===== src/rtl/mc_ctrl_pkg.sv =====
// Shared types and encodings for the multicycle controller.
// Optional feature macro: MULTICYCLE_CONTROL_JUMP_EN adds the JUMP state.
package mc_ctrl_pkg;

    typedef enum logic [3:0] {
        FETCH  = 4'd0,
        DECODE = 4'd1,
        MEMADR = 4'd2,
        MEMRD  = 4'd3,
        MEMWB  = 4'd4,
        MEMWR  = 4'd5,
        EXEC   = 4'd6,
        ALUWB  = 4'd7,
        BRANCH = 4'd8
`ifdef MULTICYCLE_CONTROL_JUMP_EN
        ,
        JUMP   = 4'd9
`endif
    } state_e;

    // Opcodes
    localparam logic [5:0] RTYPE = 6'b000000;
    localparam logic [5:0] LW    = 6'b100011;
    localparam logic [5:0] SW    = 6'b101011;
    localparam logic [5:0] BEQ   = 6'b000100;
    localparam logic [5:0] NOP   = 6'b100000;
    localparam logic [5:0] J     = 6'b000010;

    // ALU operation select
    localparam logic [1:0] ALUOP_ADD   = 2'b00;
    localparam logic [1:0] ALUOP_SUB   = 2'b01;
    localparam logic [1:0] ALUOP_FUNCT = 2'b10;

    // ALU B operand select
    localparam logic [1:0] SRCB_REG      = 2'b00;
    localparam logic [1:0] SRCB_FOUR     = 2'b01;
    localparam logic [1:0] SRCB_SEXT     = 2'b10;
    localparam logic [1:0] SRCB_SEXT_SH2 = 2'b11;

    // PC source select
    localparam logic [1:0] PCSRC_ALU    = 2'b00;
    localparam logic [1:0] PCSRC_ALUOUT = 2'b01;
    localparam logic [1:0] PCSRC_JUMP   = 2'b10;

    // States that stall on mem_ready and are watched by the wait timer
    function automatic logic is_mem_wait(input state_e s);
        return (s == FETCH) || (s == MEMRD) || (s == MEMWR);
    endfunction

endpackage


===== src/rtl/mc_wait_timer.sv =====
// Memory wait counter with timeout compare and sticky error flag.
module mc_wait_timer #(
    parameter int MEM_TIMEOUT = 15
) (
    input  logic clk,
    input  logic rst_n,
    input  logic inc_i,      // a memory state waited this cycle
    input  logic clr_i,      // completion, state change or forced restart
    output logic timeout_o,  // counter has hit the limit
    output logic err_o       // sticky timeout flag
);

    localparam logic [3:0] LIMIT = 4'(MEM_TIMEOUT);

    logic [3:0] cnt_q, cnt_d;
    logic       err_q, err_d;

    // Counter next state; clear has priority over increment
    always_comb begin
        cnt_d = cnt_q;
        err_d = err_q;
        if (clr_i) begin
            cnt_d = 4'd0;
        end else if (inc_i) begin
            cnt_d = cnt_q + 4'd1;
            if (cnt_d == LIMIT) err_d = 1'b1;
        end
    end

    // Counter and error flag registers
    always_ff @(posedge clk or negedge rst_n) begin
        if (!rst_n) begin
            cnt_q <= 4'd0;
            err_q <= 1'b0;
        end else begin
            cnt_q <= cnt_d;
            err_q <= err_d;
        end
    end

    assign timeout_o = (cnt_q == LIMIT);
    assign err_o     = err_q;

endmodule


===== src/rtl/multicycle_control.sv =====
// Moore control FSM for a multicycle MIPS-style datapath.
// Optional feature macro: MULTICYCLE_CONTROL_JUMP_EN enables opcode J (JUMP state).
module multicycle_control
    import mc_ctrl_pkg::*;
#(
    parameter int MEM_TIMEOUT = 15
) (
    input  logic       clk,
    input  logic       rst_n,
    input  logic [5:0] opcode,
    input  logic       zero,
    input  logic       mem_ready,
    output logic       pc_write,
    output logic       pc_write_cond,
    output logic       iord,
    output logic       mem_read,
    output logic       mem_write,
    output logic       ir_write,
    output logic       mem_to_reg,
    output logic       reg_dst,
    output logic       reg_write,
    output logic       alu_src_a,
    output logic [1:0] alu_src_b,
    output logic [1:0] alu_op,
    output logic [1:0] pc_source,
    output logic [3:0] state,
    output logic       illegal,
    output logic       mem_err
);

    state_e     state_q, state_d;
    logic [5:0] opc_q, opc_d;
    logic       in_wait;
    logic       timeout;
    logic       tmr_clr;

    // zero is consumed by the datapath alongside pc_write_cond, not here
    logic unused_zero;
    assign unused_zero = zero;

    assign in_wait = is_mem_wait(state_q);
    assign tmr_clr = (in_wait & mem_ready) | (state_d != state_q) | timeout;

    mc_wait_timer #(.MEM_TIMEOUT(MEM_TIMEOUT)) u_wait_timer (
        .clk       (clk),
        .rst_n     (rst_n),
        .inc_i     (in_wait & ~mem_ready),
        .clr_i     (tmr_clr),
        .timeout_o (timeout),
        .err_o     (mem_err)
    );

    // State and latched-opcode registers
    always_ff @(posedge clk or negedge rst_n) begin
        if (!rst_n) begin
            state_q <= FETCH;
            opc_q   <= 6'd0;
        end else begin
            state_q <= state_d;
            opc_q   <= opc_d;
        end
    end

    // Next-state logic, opcode latch and illegal-opcode pulse
    always_comb begin
        state_d = state_q;
        opc_d   = opc_q;
        illegal = 1'b0;
        case (state_q)
            FETCH:  if (mem_ready) state_d = DECODE;
            DECODE: begin
                opc_d = opcode;
                case (opcode)
                    RTYPE:   state_d = EXEC;
                    LW, SW:  state_d = MEMADR;
                    BEQ:     state_d = BRANCH;
                    NOP:     state_d = FETCH;
`ifdef MULTICYCLE_CONTROL_JUMP_EN
                    J:       state_d = JUMP;
`else
                    J: begin
                        state_d = FETCH;
                        illegal = 1'b1;
                    end
`endif
                    default: begin
                        state_d = FETCH;
                        illegal = 1'b1;
                    end
                endcase
            end
            MEMADR: state_d = (opc_q == LW) ? MEMRD : MEMWR;
            MEMRD:  if (mem_ready) state_d = MEMWB;
            MEMWB:  state_d = FETCH;
            MEMWR:  if (mem_ready) state_d = FETCH;
            EXEC:   state_d = ALUWB;
            ALUWB:  state_d = FETCH;
            BRANCH: state_d = FETCH;
`ifdef MULTICYCLE_CONTROL_JUMP_EN
            JUMP:   state_d = FETCH;
`endif
            default: state_d = FETCH;
        endcase
        // A stuck memory access abandons the instruction
        if (timeout) state_d = FETCH;
    end

    // Moore output decode; memory strobes drop on the timeout cycle
    always_comb begin
        pc_write      = 1'b0;
        pc_write_cond = 1'b0;
        iord          = 1'b0;
        mem_read      = 1'b0;
        mem_write     = 1'b0;
        ir_write      = 1'b0;
        mem_to_reg    = 1'b0;
        reg_dst       = 1'b0;
        reg_write     = 1'b0;
        alu_src_a     = 1'b0;
        alu_src_b     = SRCB_REG;
        alu_op        = ALUOP_ADD;
        pc_source     = PCSRC_ALU;
        case (state_q)
            FETCH: begin
                mem_read  = ~timeout;
                alu_src_b = SRCB_FOUR;
                ir_write  = mem_ready & ~timeout;
                pc_write  = mem_ready & ~timeout;
            end
            DECODE: alu_src_b = SRCB_SEXT_SH2;
            MEMADR: begin
                alu_src_a = 1'b1;
                alu_src_b = SRCB_SEXT;
            end
            MEMRD: begin
                mem_read = ~timeout;
                iord     = 1'b1;
            end
            MEMWB: begin
                reg_write  = 1'b1;
                mem_to_reg = 1'b1;
            end
            MEMWR: begin
                mem_write = ~timeout;
                iord      = 1'b1;
            end
            EXEC: begin
                alu_src_a = 1'b1;
                alu_op    = ALUOP_FUNCT;
            end
            ALUWB: begin
                reg_write = 1'b1;
                reg_dst   = 1'b1;
            end
            BRANCH: begin
                alu_src_a     = 1'b1;
                alu_op        = ALUOP_SUB;
                pc_write_cond = 1'b1;
                pc_source     = PCSRC_ALUOUT;
            end
`ifdef MULTICYCLE_CONTROL_JUMP_EN
            JUMP: begin
                pc_write  = 1'b1;
                pc_source = PCSRC_JUMP;
            end
`endif
            default: ;
        endcase
    end

    assign state = state_q;

endmodule


===== config.mk =====
export PLATFORM = sky130hd
export DESIGN_NAME = multicycle_control
export DESIGN_NICKNAME = d
export VERILOG_FILES = /design/src/rtl/mc_ctrl_pkg.sv /design/src/rtl/mc_wait_timer.sv /design/src/rtl/multicycle_control.sv
export SDC_FILE = /design/constraint.sdc
export NUM_CORES = 1
export LEC_CHECK = 0
export ABC_CLOCK_PERIOD_IN_PS = 2150
export BUFFER_PORTS_ARGS = -buffer_cell sky130_fd_sc_hd__buf_2
export CAP_MARGIN = 20
export CORE_MARGIN = 2
export CORE_UTILIZATION = 45
export DETAILED_ROUTE_END_ITERATION = 10
export GPL_TIMING_DRIVEN = 0
export PLACE_DENSITY = 0.72
export SLEW_MARGIN = 20
export SYNTH_ARGS = -nofsm -noshare
export SYNTH_HDL_FRONTEND = slang
export SYNTH_SLANG_ARGS = --single-unit
export TNS_END_PERCENT = 100

===== constraint.sdc =====
create_clock -name clk -period 2.15 [get_ports clk]
set_input_delay 0 -clock clk [delete_from_list [all_inputs] [get_ports clk]]
set_output_delay 0 -clock clk [all_outputs]
set_load 0.01 [all_outputs]

After elaboration in Yosys (flattened, before gate mapping)
Index checks and enable logic that the tools add are counted.

Memories: 0. Input bits: 10. Output and inout port bits: 22. Flip-flop bits (word level): 15. Bits in read-only memories: 0. Bits in latches: 0. Logic and storage cells: 64. RAM bits: 0.

Shift-type cells: 0. Magnitude comparators: 0. Div/mod/pow operators: 0. Eq/ne operators: 16. Add/sub/neg operators: 1. $mul: 0. Bitwise gates (word level): 8. Muxes and demuxes: 23. Reduce and logical (&&, ||, !) cells: 12.

Operators by type and width (count): == test 6 bit, second input constant (4); 2-to-1 mux 4 bit (6); case mux 4 bit (6 select lines) (1); == test 4 x 3 -> 1 bit, second input constant (4); == test 4 bit, second input constant (3); 2-to-1 mux 1 bit (12); case mux 4 bit (3 select lines) (1); == test 4 x 2 -> 1 bit, second input constant (2); OR reduction 2 bit (4); == test 6 x 3 -> 1 bit, second input constant (1); zero test 6 bit (1); case mux 2 bit (3 select lines) (1); OR reduction 5 bit (1); adder 4 x 1 -> 4 bit, second input constant (1); == test 4 x 1 -> 1 bit, second input constant (1); zero test 4 bit (1); != test 4 bit (1); case mux 2 bit (2 select lines) (1); AND 1 bit (3); 2-to-1 mux 3 bit (1); NOT 1 bit (3); AND reduction 3 bit (1); OR reduction 3 bit (1); logical OR 1 bit (2); 2 further kinds (3).

Logic depth before layout (Yosys ltp)
Gate-level depths: netlist of the first run.

Depth after elaboration: 10. Mapped depth: 6.

Hierarchy
Synthesis of the first run repeated with hierarchy kept, for this count alone.

Cell total of the unflattened synthesis: 111. Area, all modules: 1016.0 um2.

Modules (own cells, without submodules): multicycle_control (area each 745.7 um2, instances 1, cells each 85, seq. area each 250.2 um2); mc_wait_timer (area each 270.3 um2, instances 1, cells each 26, seq. area each 125.1 um2).

Least setup slack after synthesis of the first run
Ideal clock, no wire load.

Path kind: reg-to-output. Start: register u_wait_timer.cnt_q[0]. End: output pc_write. Buffers on the path: 2. Data required time: 2.150 ns. Arrival time: 2.028 ns. Stages on the path, launching flop included: 7. Setup slack: 0.122 ns. Cell sequence: dfrtp_1 -> ha_1 -> and3_1 -> clkbuf_1 -> or3_1 -> nor4b_1 -> buf_4.

Cells in the longest elaborated chain, start to end: 4.

Ends and longest elaborated chain: start, declared (line mc_wait_timer.sv:15) `logic [3:0] cnt_q, cnt_d;`; start signal, assigned (line mc_wait_timer.sv:36) `cnt_q <= cnt_d;`; == test 4 bit (line mc_wait_timer.sv:41) `assign timeout_o = (cnt_q == LIMIT);`; NOT 1 bit; AND 1 bit; 2-to-1 mux 1 bit; end, declared (line multicycle_control.sv:13) `output logic pc_write,`.

No other way between the ends.

Worst setup path in the final report of the first run
Start: register u_wait_timer.cnt_q[0]. End: output pc_write.

Cells in the longest elaborated chain, start to end: 4.

Ends and longest elaborated chain: == test 4 bit (line mc_wait_timer.sv:41); NOT 1 bit (line multicycle_control.sv:128) `pc_write = mem_ready & ~timeout;`; AND 1 bit (line multicycle_control.sv:128); 2-to-1 mux 1 bit (line multicycle_control.sv:123) `case (state_q)`.

No other way between the ends.

==> impl_metrics.yaml, run 1 <==
grt:
  grtUsageMet2_pct: 31.80
  grt_pass1_wl_mm: 3.629
  met3_usage_pct: 3.274
  grt.busiest_layer: "met2"
  gr-total-overflow: 0
  grt_max_degree: 16
  grt_pass1_vias: 831
  met1_usage_pct: 23.12
  antenna_found_initial: 0
  grt_usage_pct: 18.51
placement:
  place_ws_ns: 0.1445
  port_buffers: 29
  dp_hpwl_mm: 1.651
  gp_congestion: 0.7797
  dp_cells: 158
power_and_ir_drop:
  clockPowerShare_pct: 24.2
  internal_power_mw: 0.4820
  p_comb_share_pct: 27.0
  p_sw_mw: 0.2089
  ir_drop_mv: 0.5083
  seq_power_share_pct: 48.9
  sw_frac_of_total_pct: 30.23
  powerDensity_nw_per_um2: 545.1
  leakage_nw: 0.6128
clocking:
  cts_buffers: 3
  clk_latency_ns: 0.29
  cts-root-buf: "clkbuf_4"
  cts.sinks: 15
  clk_pin_slew_ns: 0.09
  clk_path_buf_depth: 2
  cts_htree_levels: 1
  cts_tree: "done"
sta:
  rsz0062_at_grt: "false"
  setup_ws_ns: 0.1469
  final_max_slew_viol_count: 0
  period_minus_slack_ns: 2.003
  setup-tns-final_ns: 0
  fin_skew_ns: 0.006790
  setup_viol: 0
  timing.fmax_mhz: 499.2
  slew_headroom_pct: 62.89
  hold_viol: 0
  fin_crit_sh_pct: 93.17
  hold_slack_ns: 0.001572
  worst_slew_pin_slew_ns: 0.5544
drt:
  drt-total-wl_mm: 2.225
  wl_per_cell_microns: 13.32
  drc: 0
  vias: 870
  ant_nets: 0
  drt-vias-per-instance: 5.210
  first_iter_violations: 17
  dr.pass1.iters: 4
cells_and_area:
  fin_nets: 153
  finalNonFillerCells: 167
  drive_gt1_share_pct: 39.29
  syn2layout_area_growth_pct: 29.37
  final_util_pct: 63.31
  n_fill_cell: 189
  antennaDiodeCount: 0
yosys:
  synthArstFlopShare_pct: 100.0
  synth_commonest_cells: "dfrtp_1 (15), nor2_1 (8), nor3_1 (8), mux2_2 (6), nand2_1 (6)"
  synthCells: 102
  yosysSeqAreaShare_pct: 38.31
  syn_nets: 114
  synth_area_sq_um: 979.7
  synth_top_area_share_pct: 38.31
  ys_seq_elements: 15
  synth_flop_cell: "dfrtp_1"
  yosys.area.top_type: "dfrtp_1"
  yosys_warnings: 0
  synth_area_leaders: "dfrtp_1 (38%), mux2_2 (6.9%), nor3_1 (4.1%)"
  yosys.cell_count.top_type: "dfrtp_1"
  ys_types: 40
  synth_edf_count: 0
  postSynthAreaPerCell_sq_um: 9.605
worst_setup_path:
  worstPathRequired_ns: 2.15
  crit_type: "register to output port"
  cp_top_family: "simple AND/OR/NAND/NOR gates"
  crit_chain: "ha_1 -> and3_4 -> or3_4 -> nor4b_4 -> buf_4 -> buf_2"
  cp-start-kind: "register"
  critPathCaptureType: "output port"
  slowest_delay_ns: 0.41
  cp.arrival_ns: 2.00
  critical_path.slowest_cell: "dfrtp_1"
  cp_max_fo: 7
  worstPathBufferInverterCount: 2
floorplan:
  coreArea_sq_um: 2002
  die_h_microns: 50.66
  rows: 16
  start_util_pct: 48.94
  dieArea_sq_um: 2566
  io-pin-count: 32
  die_w_microns: 50.66
flow_run:
  maxCapViolations: 0
outcome:
  status: "finished, final reports clean"
min_path:
  min_path_type: "primary input to register"
## power by group through the flow
stage	registers (mW)	logic, mW	clock network (mW)
after floorplan	0.340	0.116	0
after global placement	0.342	0.165	0
after detailed placement	0.344	0.169	0
after CTS	0.338	0.179	0.169
after global routing	0.341	0.205	0.179
final	0.338	0.186	0.167
## cells by family (layout without fill, tap and decap cells)
family,after synthesis,after routing,share of synthesized area (%)
DFF,15,15,38.31
AOI/OAI and AO/OA,12,12,9.068
and+or+nand+nor,49,49,31.29
xor gates and xnor gates,4,4,3.577
muxes,6,6,6.896
adders and majority gates,2,2,2.554
other,1,1,0.3828
buffers and inverters,13,51,7.918
## state kept, by name (all words and copies together) (netlist names)
signal,count
state,4
u_wait_timer.cnt_q,4
opc_q,6
u_wait_timer.err_o,1
## final cells by class
class,instances,area [sq um],area share (%)
flip-flops and latches,15,375.4,29.61
repair buffers,35,202.7,15.99
well taps,27,33.78,2.665
multi-input cells,74,551.8,43.53
plain buffers,10,66.31,5.232
clock inverters,1,7.507,0.5923
clock buffers,3,22.52,1.777
inverters,2,7.507,0.5923
## repair_timing
| action | CTS | global route |
|---|---|---|
| endpoints found under the setup margin | 2 | 2 |
| hold endpoints to repair | 19 | 0 |
| gates resized for setup | 2 | 3 |
| buffers inserted | 0 | 1 |
| pin swaps | 1 | 0 |
| hold buffers | 5 | 0 |
## final timing paths
path / start / to / slack, ns / cells past startpoint
setup / recovery: u_wait_timer.cnt_q[0] / pc_write / 0.15 / 6
hold / removal: opcode[5] / opc_q[5] / 0.002 / 2
setup reg to reg: state[0] / state[0] / 0.42 / 5
hold reg to reg: u_wait_timer.err_o / u_wait_timer.err_o / 0.46 / 1
max in group asynchronous: rst_n / state[1] / 1.77 / 2
min in group asynchronous: rst_n / u_wait_timer.err_o / 0.13 / 2
## layout by cell type, fill, tap and decap left out, types with 3 or more instances in the layout
| cell | Yosys | layout |
|---|---|---|
| nand2b_1 | 3 | 3 |
| mux2_2 | 6 | 6 |
| dlygate4sd3_1 | 0 | 5 |
| buf_2 | 2 | 31 |
| buf_4 | 3 | 4 |
| dfrtp_1 | 15 | 15 |
| nor2_1 | 8 | 8 |
| a21oi_1 | 3 | 3 |
| nor2b_1 | 4 | 4 |
| clkbuf_4 | 0 | 3 |
| nand2_1 | 6 | 6 |
| nor3_1 | 8 | 8 |
## per-stage QoR
step	total power, mW	instance area, sq um
2_1_floorplan	0.4558	979.7
3_3_place_gp	0.5065	1159
3_5_place_dp	0.5133	1159
4_1_cts	0.6854	1242
5_1_grt	0.7261	1267
6_report	0.6909	1267
## worst register-to-register path, delay by kind of cell (launching register included)
kind,cells,cell delay (ns)
buffers and inverters,2,0.53
AND/OR/NAND/NOR,1,0.10
flip-flops,1,0.40
AO/OA/AOI/OAI,2,0.59
## per-layer routing
| layer | part of all wire, % | up-vias |
|---|---|---|
| met5 | 0 | - |
| met4 | 1.6 | 0 |
| met3 | 3.8 | 5 |
| met2 | 49 | 21 |
| met1 | 46 | 407 |
| li1 | - | 437 |
Note: power is estimated with default switching activity, not from simulation.
==> inputs of run 2 (changes only) <==
- RECOVER_POWER: default -> 50
==> impl_metrics.yaml, run 2 (same netlist as run 1, synthesis figures left out) <==
cells_and_area:
  drive_gt1_share_pct: 32.86
  final_cell_mix: "buf_2 (22), dfrtp_1 (15), clkbuf_1 (12)"
  fin_area_sq_um: 1256
  antennaDiodeCount: 0
  largest_reg_flops: 6
  multi_input_area_sq_um: 551.8
  regMostFlops: "opc_q"
  final_util_pct: 62.75
  n_fill_cell: 193
  finalNonFillerCells: 167
  syn2layout_area_growth_pct: 28.22
  final_common_cell: "buf_2"
  fin_nets: 153
  seq_area_sq_um: 375.4
flow_run:
  maxCapViolations: 0
worst_setup_path:
  critical_path.slowest_cell: "dfrtp_1"
  crit_chain: "ha_1 -> and3_4 -> or3_4 -> nor4b_4 -> buf_4 -> buf_2"
  slowest_delay_ns: 0.41
  worst_r2r_path_depth: 5
  critPathCaptureType: "output port"
  crit-reg2reg-capture: "state[0]"
  rrSetupSlack_ns: 0.43
  cp_max_fo: 7
  worstPathBufferInverterCount: 2
  crit_type: "register to output port"
  cp.arrival_ns: 2.00
  rr_startpoint: "state[2]"
  worstPathRequired_ns: 2.15
  crit_start: "u_wait_timer.cnt_q[0]"
  cp-start-kind: "register"
  cp_top_family: "simple AND/OR/NAND/NOR gates"
clocking:
  cts.sinks: 15
  cts_buffers: 3
  clk_latency_ns: 0.29
  cts_htree_levels: 1
  clk_path_buf_depth: 2
  cts-root-buf: "clkbuf_4"
  cts_tree: "done"
  clk_pin_slew_ns: 0.09
sta:
  setup-tns-final_ns: 0
  rsz0062_at_grt: "false"
  timing.fmax_mhz: 501.0
  fin_crit_sh_pct: 92.84
  final_max_slew_viol_count: 0
  hold_viol: 0
  setup_viol: 0
  fin_skew_ns: 0.006780
  period_minus_slack_ns: 1.996
  slew_headroom_pct: 46.19
  worst_slew_pin_slew_ns: 0.8071
drt:
  drt-total-wl_mm: 2.241
  drt-vias-per-instance: 5.180
  dr.pass1.iters: 4
  vias: 865
  first_iter_violations: 13
  ant_nets: 0
  wl_per_cell_microns: 13.42
  drc: 0
floorplan:
  coreArea_sq_um: 2002
  die_w_microns: 50.66
  rows: 16
  die_h_microns: 50.66
  dieArea_sq_um: 2566
  start_util_pct: 48.94
  io-pin-count: 32
grt:
  grt_pass1_wl_mm: 3.629
  grt_usage_pct: 18.51
  grt_pass1_vias: 831
  antenna_found_initial: 0
  grt_max_degree: 16
  gr-total-overflow: 0
min_path:
  min_path_type: "primary input to register"
  min_from: "opcode[5]"
  holdPathEnd: "opc_q[5]"
  whs_path_depth: 2
placement:
  dp_cells: 158
  dpl-instance-area_sq_um: 1159
  port_buffers: 29
  dp_hpwl_mm: 1.651
  gp_congestion: 0.7797
power_and_ir_drop:
  finalPower_mw: 0.6888
  powerDensity_nw_per_um2: 548.3
  ir_drop_mv: 0.5070
  leakage_nw: 0.5793
outcome:
  status: "finished, final reports clean"
[run 2: area by class of cell]
type | instances | area share, %
Tap cell | 27 | 2.689
Sequential cell | 15 | 29.88
Clock inverter | 1 | 0.5976
Clock buffer | 3 | 1.793
Inverter | 2 | 0.5976
Timing Repair Buffer | 35 | 15.34
Multi-Input combinational cell | 74 | 43.92
Buffer | 10 | 5.179
[run 2: power by group]
group | switching [mW] | internal (mW)
registers | 0.0209 | 0.317
logic | 0.0912 | 0.0929
clock network | 0.0962 | 0.0709
total | 0.208 | 0.480
[run 2: worst max-delay path by stage]
stage               end  slack, ns  cells after the start
2_1_floorplan  pc_write       0.12                      6
3_3_place_gp   pc_write       0.18                      7
4_1_cts        pc_write       0.03                      6
6_report       pc_write       0.15                      6
5_1_grt        pc_write       0.06                      6
3_5_place_dp   pc_write       0.14                      7
[run 2: timing repair]
action,in CTS,in global routing
setup endpoints to repair,2,2
resized for setup,2,3
pin swaps,1,0
buffers inserted,0,1
hold buffers,5,0
cloned,0,0
endpoints found under the hold margin,19,0
[run 2: worst register-to-register path: stages (launching register included)]
cell,delay [ns]
dfrtp_1,0.36
clkbuf_1,0.36
clkbuf_1,0.39
nor2_1,0.08
a221oi_1,0.33
nor3_1,0.09
[run 2: through the flow]
stage | hold WS, ns | setup WS [ns]
6_report | 0.001572 | 0.1540
5_1_grt | 0.003975 | 0.06398
4_1_cts | 0.002385 | 0.03487
3_5_place_dp | -0.08286 | 0.1445
3_3_place_gp | -0.08656 | 0.1751
2_1_floorplan | -0.2956 | 0.1222
[run 2: metal layers]
layer  track usage [%]  share of wire [%]  up-vias
met2             31.80                 49       21
met1             23.12                 45      402
met4             6.757                1.6        0
li1                  -                  -      437
met3             3.274                4.1        5
met5                 0                  0        -
==> inputs of run 3 (changes only) <==
- GPL_TIMING_DRIVEN: 0 -> 1
==> impl_metrics.yaml, run 3 (same netlist as run 1, synthesis figures left out) <==
min_path:
  min_path_type: "primary input to register"
  whs_path_depth: 2
  min_from: "opcode[5]"
worst_setup_path:
  cp_max_fo: 7
  worst_r2r_path_depth: 4
  crit_start: "u_wait_timer.cnt_q[0]"
  rr_startpoint: "state[0]"
  critPathCaptureType: "output port"
  cp-start-kind: "register"
  cp.arrival_ns: 1.97
  worstPathRequired_ns: 2.15
  crit_type: "register to output port"
grt:
  grt_usage_pct: 17.60
  gr-total-overflow: 0
  grt_pass1_vias: 821
  grt_pass1_wl_mm: 3.477
  grt_max_degree: 21
  antenna_found_initial: 0
placement:
  port_buffers: 29
  dp_hpwl_mm: 1.538
  gp_congestion: 0.7088
  dpl-instance-area_sq_um: 1104
  dp_cells: 149
floorplan:
  coreArea_sq_um: 2002
  start_util_pct: 48.94
  die_h_microns: 50.66
  die_w_microns: 50.66
  io-pin-count: 32
  rows: 16
  dieArea_sq_um: 2566
power_and_ir_drop:
  ir_drop_mv: 0.3997
  leakage_nw: 0.5344
  powerDensity_nw_per_um2: 567.1
drt:
  wl_per_cell_microns: 13.07
  drc: 0
  vias: 841
  first_iter_violations: 7
  drt-vias-per-instance: 5.357
  ant_nets: 0
  dr.pass1.iters: 2
  drt-total-wl_mm: 2.052
cells_and_area:
  final_common_cell: "buf_2"
  n_fill_cell: 197
  final_cell_mix: "buf_2 (22), dfrtp_1 (15), clkbuf_1 (10)"
  seq_area_sq_um: 375.4
  regMostFlops: "opc_q"
  fin_area_sq_um: 1160
  finalNonFillerCells: 157
  syn2layout_area_growth_pct: 18.39
  multi_input_area_sq_um: 533.0
  antennaDiodeCount: 0
  largest_reg_flops: 6
  final_util_pct: 57.94
  drive_gt1_share_pct: 28.46
  fin_nets: 143
sta:
  slew_headroom_pct: 46.59
  final_max_slew_viol_count: 0
  setup-tns-final_ns: 0
  fin_crit_sh_pct: 91.75
  period_minus_slack_ns: 1.973
  worst_slew_pin_slew_ns: 0.8011
  timing.fmax_mhz: 506.9
  setup_viol: 0
  fin_skew_ns: 0.001639
  rsz0062_at_grt: "false"
  hold_viol: 0
clocking:
  cts_htree_levels: 1
  cts-root-buf: "clkbuf_4"
  cts_tree: "done"
  cts_buffers: 3
  clk_latency_ns: 0.28
  cts.sinks: 15
  clk_pin_slew_ns: 0.09
  clk_path_buf_depth: 2
outcome:
  status: "finished, final reports clean"
flow_run:
  maxCapViolations: 0
run 3: cell count changes in the layout (fill, tap and decap cells not counted), sizes merged:
cell / change
clkbuf: -2
dlygate4sd3: -1
clkinvlp: -1
buf: -6
run 3: path summary, 6_finish.rpt:
path                                           end  slack (ns)
worst max register to register            state[2]        0.35
min in group asynchronous       u_wait_timer.err_o        0.32
worst min register to register  u_wait_timer.err_o        0.46
worst max-delay path                      ir_write        0.18
max in group asynchronous                 opc_q[3]        1.34
worst min-delay path                      opc_q[5]        0.02
run 3: area by class of cell:
cell class,instances,area share (%)
well taps,27,2.913
repair buffers,35,15.86
flip-flops and latches,15,32.36
multi-input cells,74,45.95
clock buffers,4,2.265
inverters,2,0.6473
run 3: report_power, final:
part	leakage [nW]	switching (mW)	internal (mW)
combinational	0.327	0.0768	0.0780
clock	0.0150	0.0869	0.0719
sequential	0.193	0.0277	0.316
total	0.534	0.191	0.466
run 3: per-stage QoR:
step	setup WS, ns	power [mW]	hold slack (ns)
after global placement	0.3932	0.4967	-0.08209
after floorplan	0.1222	0.4558	-0.2956
after CTS	0.03534	0.6668	0.01017
after global routing	0.03308	0.7007	0.01624
final	0.1773	0.6577	0.01970
after detailed placement	0.3521	0.5028	-0.07441
run 3: routing by layer:
layer | share of wire [%] | up-vias | GRT usage [%]
met3 | 3.7 | 2 | 2.083
met5 | 0 | - | 0
met2 | 50 | 18 | 30.04
li1 | - | 416 | -
met1 | 45 | 405 | 22.31
met4 | 0.63 | 0 | 7.658
run 3: repair_timing:
item                                    CTS  global route
hold endpoints to repair                 18             0
endpoints found under the setup margin    0             2
hold buffers                              4             0
gates resized for setup                   0             1
setup buffers                             0             0
run 3: worst max-delay path, cell delays in order, from the launching register on:
cell     delay, ns
dfrtp_1       0.42
ha_1          0.24
and3_1        0.26
or3_1         0.37
nor4b_2       0.24
buf_2         0.17
